## src/rtl/fetch_sequencer_pkg.sv

```systemverilog
// Shared definitions for the instruction-fetch sequencer: PCSrc encodings
// (also used by the branch comparator) and the fetch FSM state type.
package fetch_sequencer_pkg;

    localparam int unsigned PC_SRC_W = 2;
    localparam int unsigned INST_W   = 32;

    typedef logic [PC_SRC_W-1:0] pc_src_t;

    localparam pc_src_t PC_SEQ  = 2'b00;
    localparam pc_src_t PC_BR   = 2'b01;
    localparam pc_src_t PC_JALR = 2'b10;
    localparam pc_src_t PC_RSVD = 2'b11;

    typedef enum logic [1:0] {
        REQ  = 2'b00,
        WAIT = 2'b01,
        HOLD = 2'b10
    } fetch_state_t;

    // True for the PCSrc codes that actually move the PC.
    function automatic logic is_redirect_src(input pc_src_t src);
        return (src == PC_BR) || (src == PC_JALR);
    endfunction

endpackage

```

## src/rtl/fetch_redirect_mux.sv

```systemverilog
// Redirect target selection: picks branch or JALR target, clears JALR bit 0,
// and splits an effective redirect into "take" or "misaligned".
module fetch_redirect_mux
    import fetch_sequencer_pkg::*;
#(
    parameter int unsigned XLEN = 32
) (
    input  logic            redirect_valid_i,
    input  pc_src_t         pc_src_i,
    input  logic [XLEN-1:0] br_target_i,
    input  logic [XLEN-1:0] jalr_target_i,
    output logic [XLEN-1:0] target_c,
    output logic            take_c,
    output logic            misalign_c
);

    logic effective;
    logic aligned;

    always_comb begin
        target_c = br_target_i;
        if (pc_src_i == PC_JALR) begin
            target_c = jalr_target_i & ~XLEN'(1);
        end
    end

    assign effective  = redirect_valid_i && is_redirect_src(pc_src_i);
    assign aligned    = (target_c[1:0] == 2'b00);
    assign take_c     = effective && aligned;
    assign misalign_c = effective && !aligned;

endmodule

```

## src/rtl/fetch_sequencer.sv

```systemverilog
// RV32I fetch/PC controller: single-outstanding req/gnt/rvalid fetch, valid/ready
// hand-off to decode, and redirects that kill or flush wrong-path fetches.
module fetch_sequencer
    import fetch_sequencer_pkg::*;
#(
    parameter int unsigned     XLEN     = 32,
    parameter logic [XLEN-1:0] RESET_PC = '0
) (
    input  logic              clk,
    input  logic              rst_n,
    output logic              imem_req,
    output logic [XLEN-1:0]   imem_addr,
    input  logic              imem_gnt,
    input  logic              imem_rvalid,
    input  logic [INST_W-1:0] imem_rdata,
    output logic              inst_valid,
    output logic [INST_W-1:0] inst,
    output logic [XLEN-1:0]   inst_pc,
    input  logic              inst_ready,
    input  logic              redirect_valid,
    input  pc_src_t           pc_src,
    input  logic [XLEN-1:0]   br_target,
    input  logic [XLEN-1:0]   jalr_target,
    output logic              misalign_err
);

    fetch_state_t      state_q, state_d;
    logic [XLEN-1:0]   pc_q, pc_d;
    logic [XLEN-1:0]   req_addr_q, req_addr_d;
    logic              kill_q, kill_d;
    logic              inst_valid_q, inst_valid_d;
    logic [INST_W-1:0] inst_q, inst_d;
    logic [XLEN-1:0]   inst_pc_q, inst_pc_d;
    logic              misalign_q, misalign_d;
    logic              rst_sync_q;

    logic [XLEN-1:0]   redir_target_c;
    logic              redir_take_c;
    logic              redir_misalign_c;
    logic              gnt_acc_c;

    fetch_redirect_mux #(
        .XLEN (XLEN)
    ) u_redirect_mux (
        .redirect_valid_i (redirect_valid),
        .pc_src_i         (pc_src),
        .br_target_i      (br_target),
        .jalr_target_i    (jalr_target),
        .target_c         (redir_target_c),
        .take_c           (redir_take_c),
        .misalign_c       (redir_misalign_c)
    );

    // Request only once reset has been seen high for a full cycle.
    assign imem_req  = (state_q == REQ) && rst_sync_q;
    assign imem_addr = req_addr_q;
    assign gnt_acc_c = imem_gnt && imem_req;

    always_comb begin
        state_d      = state_q;
        pc_d         = pc_q;
        req_addr_d   = req_addr_q;
        kill_d       = kill_q;
        inst_valid_d = inst_valid_q;
        inst_d       = inst_q;
        inst_pc_d    = inst_pc_q;
        misalign_d   = redir_misalign_c;

        case (state_q)
            REQ: begin
                if (gnt_acc_c) begin
                    state_d = WAIT;
                end
                // The pending request still completes; its response gets dropped.
                if (redir_take_c) begin
                    pc_d   = redir_target_c;
                    kill_d = 1'b1;
                end
            end
            WAIT: begin
                if (redir_take_c) begin
                    pc_d = redir_target_c;
                    if (imem_rvalid) begin
                        kill_d  = 1'b0;
                        state_d = REQ;
                    end else begin
                        kill_d = 1'b1;
                    end
                end else if (imem_rvalid) begin
                    if (kill_q) begin
                        kill_d  = 1'b0;
                        state_d = REQ;
                    end else begin
                        inst_d       = imem_rdata;
                        inst_pc_d    = req_addr_q;
                        inst_valid_d = 1'b1;
                        pc_d         = req_addr_q + XLEN'(4);
                        state_d      = HOLD;
                    end
                end
            end
            HOLD: begin
                if (redir_take_c) begin
                    inst_valid_d = 1'b0;
                    pc_d         = redir_target_c;
                    state_d      = REQ;
                end else if (inst_ready) begin
                    inst_valid_d = 1'b0;
                    state_d      = REQ;
                end
            end
            default: begin
                state_d = REQ;
            end
        endcase

        // Address is captured only on entry to REQ so it holds until granted.
        if ((state_d == REQ) && (state_q != REQ)) begin
            req_addr_d = pc_d;
        end
    end

    always_ff @(posedge clk or negedge rst_n) begin
        if (!rst_n) begin
            state_q      <= REQ;
            pc_q         <= RESET_PC;
            req_addr_q   <= RESET_PC;
            kill_q       <= 1'b0;
            inst_valid_q <= 1'b0;
            inst_q       <= '0;
            inst_pc_q    <= '0;
            misalign_q   <= 1'b0;
            rst_sync_q   <= 1'b0;
        end else begin
            state_q      <= state_d;
            pc_q         <= pc_d;
            req_addr_q   <= req_addr_d;
            kill_q       <= kill_d;
            inst_valid_q <= inst_valid_d;
            inst_q       <= inst_d;
            inst_pc_q    <= inst_pc_d;
            misalign_q   <= misalign_d;
            rst_sync_q   <= 1'b1;
        end
    end

    assign inst_valid   = inst_valid_q;
    assign inst         = inst_q;
    assign inst_pc      = inst_pc_q;
    assign misalign_err = misalign_q;

endmodule

```

## config.mk

```make
export PLATFORM = sky130hd
export DESIGN_NAME = fetch_sequencer
export DESIGN_NICKNAME = d
export VERILOG_FILES = /design/src/rtl/fetch_sequencer_pkg.sv /design/src/rtl/fetch_redirect_mux.sv /design/src/rtl/fetch_sequencer.sv
export SDC_FILE = /design/constraint.sdc
export NUM_CORES = 1
export LEC_CHECK = 0
export ABC_CLOCK_PERIOD_IN_PS = 2150
export BUFFER_PORTS_ARGS = -buffer_cell sky130_fd_sc_hd__buf_4
export CORE_MARGIN = 2
export CORE_UTILIZATION = 38
export DETAILED_ROUTE_END_ITERATION = 10
export SLEW_MARGIN = 20
export SYNTH_ARGS = -nofsm -noshare
export SYNTH_HDL_FRONTEND = slang
export SYNTH_SLANG_ARGS = --single-unit
```

## constraint.sdc

```tcl
create_clock -name clk -period 2.15 [get_ports clk]
set_input_delay 0.645 -clock clk [delete_from_list [all_inputs] [get_ports clk]]
set_output_delay 0.645 -clock clk [all_outputs]
set_load 0.05 [all_outputs]
```

Word level (Yosys, flattened, before mapping)
Index checks and enable logic that the tools add are counted.
- register bits: 134
- word-level logic and storage cells: 65
- $add $sub $neg: 1
- equality and inequality tests: 10
- multiplexer cells: 25
- bitwise logic cells: 2
- reduce and logical (&&, ||, !) cells: 18
- operators with widths (cell ; number):
    $mux W32 ; 5
    $pmux W32 S2 ; 1
    $add A32 B3 Y32 const B ; 1
    $mux W2 ; 7
    $mux W1 ; 9
    $ne A2 B2 Y1 const B ; 4
    $logic_and A1 B1 Y1 ; 6
    $logic_not A2 Y1 ; 3
    $ne A3 B3 Y1 const B ; 2
    $pmux W2 S3 ; 1
    $reduce_bool A2 Y1 ; 3
    $reduce_and A5 Y1 ; 1
    $eq A2 B1 Y1 const B ; 2
    $eq A2 B2 Y1 const B ; 2
    $pmux W1 S2 ; 2
    $reduce_and A4 Y1 ; 1
    $reduce_and A3 Y1 ; 1
    $not A1 Y1 ; 2
    $reduce_or A2 Y1 ; 1
    $logic_not A1 Y1 ; 1
    $logic_or A1 B1 Y1 ; 1

Longest topological paths before layout
- depth in word-level cells: 8
- gate-level depth with buffers: 11
- gate-level depth less buffers: 8

Hierarchy
A second synthesis with hierarchy kept.
- cells, all modules: 619
- area total of the unflattened synthesis: 6887.9 um^2
- by module, submodules not included (module ; times used ; cells each ; area each (um^2) ; sequential area each (um^2)):
    fetch_sequencer ; 1 ; 575 ; 6317.3 ; 3353.2
    fetch_redirect_mux ; 1 ; 44 ; 570.5 ; 0.0

Worst setup path after synthesis
Ideal clock, no wire load.
- path type: flip-flop to output port
- start: register state_q[1]
- end: output port imem_req
- data arrival time: 1.937 ns
- path slack: -0.432 ns
- cell stages (with the launch flop): 4
- cells stage by stage: dfrtp_1 -> clkbuf_1 -> clkbuf_1 -> nor3b_1
- cells in the longest elaborated chain, start to end: 2
- ends and longest elaborated chain (item ; RTL line ; source):
    start: declaration ; fetch_sequencer.sv:27 ; fetch_state_t state_q, state_d;
    start signal: assignment ; fetch_sequencer.sv:135 ; state_q <= state_d;
    $logic_not A2 Y1 ; fetch_sequencer.sv:55 ; assign imem_req = (state_q == REQ) && rst_sync_q;
    $logic_and A1 B1 Y1 ; fetch_sequencer.sv:55 ;
    end: declaration ; fetch_sequencer.sv:11 ; output logic imem_req,
No other way between the ends.

Worst setup path in the final report
- start: input port pc_src[0]
- end: register req_addr_q[28] (netlist: imem_addr[28])
- cells in the longest elaborated chain, start to end: 8
- elaborated cells on any way between the ends: 15
- ends and longest elaborated chain (item ; RTL line ; source):
    start: declaration ; fetch_sequencer.sv:21 ; input pc_src_t pc_src,
    $eq A2 B2 Y1 or $eq A2 B1 Y1 (tied branches) ; fetch_sequencer_pkg.sv:23, fetch_redirect_mux.sv:22 ;
    $mux W32 or $logic_or A1 B1 Y1 (tied branches) ; fetch_redirect_mux.sv:22, fetch_sequencer_pkg.sv:23 ;
    $logic_not A2 Y1 or $logic_and A1 B1 Y1 (tied branches) ; fetch_redirect_mux.sv:28, fetch_redirect_mux.sv:27 ;
    $logic_and A1 B1 Y1 ; fetch_redirect_mux.sv:29 ; assign take_c = effective && aligned;
    $mux W2, on equally long branches ; fetch_sequencer.sv:103, fetch_sequencer.sv:81 ;
    $pmux W2 S3 ; fetch_sequencer.sv:69 ; case (state_q)
    $logic_not A2 Y1 ; fetch_sequencer.sv:118 ; if ((state_d == REQ) && (state_q != REQ)) begin
    $logic_and A1 B1 Y1 ; fetch_sequencer.sv:118 ;
    end signal: assignment ; fetch_sequencer.sv:137 ; req_addr_q <= req_addr_d;
    end: declaration ; fetch_sequencer.sv:29 ; logic [XLEN-1:0] req_addr_q, req_addr_d;
Parallel ways exist; a longest one is shown, timed or not.
A chain may end at the register's enable or synchronous reset.

==> impl_metrics.toml <==
[timing]
max_freq_mhz = 472.8
whs_ns = 0.1405
post-route-period-util = 0.9838
finalMaxSlewViolations = 0
skew_ns = 0.01185
hold_viol_final = 0
period_needed_ns = 2.115
rsz0062_at_grt = "true"
setup_viol = 0

[drt]
drt_iter0_markers = 376
drc = 0
ant_nets = 0
routedWlPerCell_um = 17.06
dr.pass1.iters = 5
via_per_inst = 5.112
vias = 6436
routed_wl_mm = 21.48

[clock_network]
cts_root_buf = "clkbuf_16"
clk_pin_slew_ns = 0.06
htreeDepth = 4
cts.sinks = 134
cts-buffers-inserted = 17
hold_buffers = 0
clock_path_buffers = 2
cts_tree = "built"
clk_latency_ns = 0.42

[setup_path]
worstPathMaxFanout = 15
worstPathArrival_ns = 2.42
critical_path_buf_inv_count = 3
path_cells = "buf_4, inv_8, ha_4, or3_4, a21oi_4, nor3_2, a211oi_4, buf_6, mux2_2"
cpPeakStageDelay_ns = 0.37
cp_data_required_time_ns = 2.45
start_kind = "primary input"
critPathTopFamily = "simple AND/OR/NAND/NOR gates"
endpoint_kind = "register"
critPathSlowestCell = "or3_4"
criticalPathCategory = "primary input to register"

[power]
netSwitchingPower_mw = 6.955
powerDensity_nw_per_um2 = 1488
swShare = 0.4669
clock_power_share = 0.196
p_comb_frac = 0.520
p_leak_nw = 4.904
p_int_mw = 7.941
vdd_ir_drop_max_mv = 0.9500
p_total_mw = 14.90
power_frac_seq = 0.284

[logic_synthesis]
synthTopCellsByCount = "nand2_1, dfrtp_1, a21oi_1"
synth_most_common_cell = "nand2_1"
async_flop_share = 1.000
synth_edf_count = 0
synth.distinct_cells = 64
synthFlopType = "dfrtp_1"
yosysWarnings = 0
netlist_area_um2 = 6784
syn_nets = 855
syn_inst = 749
synth_area_leaders = "dfrtp_1, nand2_1, mux2_2"
synth_top_area_frac = 0.4943
avgSynthCellArea_um2 = 9.057
synth-seq-cells = 134
yosysSeqAreaShare = 0.4943
synth_largest_area_cell = "dfrtp_1"

[cells_and_area]
diodes = 0
area_growth_pct = 47.53
stdcell_count = 1259
nFillCells = 1558
drive_gt1_frac = 0.3781
nets = 1127

[placement]
dp_hpwl_mm = 15.73
dp_cells = 1222
portBuffers = 201
gp_congestion = 0.8285

[global_route]
grt_util_all_layers = 0.2331
grt-ovfl-total = 0
grt_antenna_before_repair = 0
grt_max_degree = 49
grt_pass1_vias = 6143
grt_pass1_wl_mm = 33.45

[floorplan]
die-width_um = 137.6
initial_core_util = 0.3909
boundaryPins = 203
fp.dieH_um = 137.6
num_rows = 48
die-area_um2 = 18940
core_area_um2 = 17360

[worst_hold_path]
hold_path.class = "primary input to asynchronous set/reset pin"

[run_status]
status = "complete, no violations"

[job]
maxCapViolCount = 0
## metrics by stage
stage,TNS (ns),worst slack [ns],util,instance area (um2)
final,0,0.03477,0.5766,10010
after global placement,-34.11,-0.4304,0.5346,9279
after CTS,-0.006990,-0.006990,0.5706,9903
after detailed placement,-35.48,-0.4452,0.5346,9279
after floorplan,-5.265,-0.2439,-,6950
after global routing,-0.02908,-0.02085,0.5766,10010
## cells in the final DEF (no fill, tap or decap), drive strengths merged, types with 9 or more instances in the layout
| cell type | n |
|---|---|
| buf | 297 |
| nand2 | 231 |
| dfrtp | 134 |
| a21oi | 39 |
| o21ai | 33 |
| nor2 | 31 |
| mux2 | 26 |
| inv | 25 |
| mux2i | 21 |
| nand3 | 19 |
| clkbuf | 18 |
| xnor2 | 14 |
| nor3 | 13 |
| nor2b | 10 |
| a211oi | 9 |
## area by class of cell
type,instances,area (um2),share of cell area
Inverter,16,67.56,0.006751
Timing Repair Buffer,297,2365,0.2363
Clock buffer,18,439.2,0.04388
Sequential cell,134,3358,0.3355
Multi-Input combinational cell,555,3342,0.3339
Clock inverter,14,155.1,0.01550
Tap cell,225,281.5,0.02813
## logic make-up after synthesis
logic type	share of synthesized area
flip-flops	0.4943
multiplexers	0.07414
buffers and inverters	0.04094
XOR/XNOR	0.02840
AND/OR/NAND/NOR	0.2213
other	0.0005528
adder cells (fa/ha/maj)	0.003688
AO/OA/AOI/OAI	0.1367
## power groups by stage
stage | Sequential, mW | Combinational [mW] | Clock (mW)
2_1_floorplan | 7.03 | 2.08 | 0
3_3_place_gp | 4.23 | 7.63 | 0
3_5_place_dp | 4.25 | 7.68 | 0
4_1_cts | 4.22 | 7.73 | 2.97
5_1_grt | 4.36 | 8.23 | 3.11
6_report | 4.23 | 7.74 | 2.92
## per-layer routing
layer  vias up  global-route usage  share of wire  routed length (um)
met1      3068              0.3260           0.45                9605
met2       218              0.3671           0.47               10190
met5         -                   0              0                   0
met4         0             0.06014         0.0099                 212
met3        23             0.05114          0.069                1481
li1       3127                   -              -                   -
## state kept, by name (all words and copies together) (netlist names)
signal	cells
state_q	2
rst_sync_q	1
inst_pc	32
inst	32
imem_addr	32
misalign_err	1
inst_valid	1
kill_q	1
pc_q	32
## repair_timing
| item | CTS | global route |
|---|---|---|
| buffers inserted | 2 | 3 |
| setup endpoints to repair | 2 | 16 |
| gates resized for setup | 4 | 20 |
| pin swaps | 0 | 2 |
## path summary, 6_finish.rpt
check,end,startpoint,slack (ns),cells after the start
min in group clk,inst[13]$_DFFE_PN0P_,imem_rdata[13],0.40,3
max reg2reg,imem_addr[14]$_DFFE_PN0P_,imem_addr[2]$_DFFE_PN0P_,0.09,8
min reg2reg,pc_q[3]$_DFF_PN0_,pc_q[3]$_DFF_PN0_,0.47,2
min,inst_pc[8]$_DFFE_PN0P_,rst_n,0.14,1
max in group asynchronous,imem_addr[5]$_DFFE_PN0P_,rst_n,1.35,2
max,imem_addr[28]$_DFFE_PN0P_,pc_src[0],0.03,9
No activity file was read; power rests on OpenSTA's default activity.
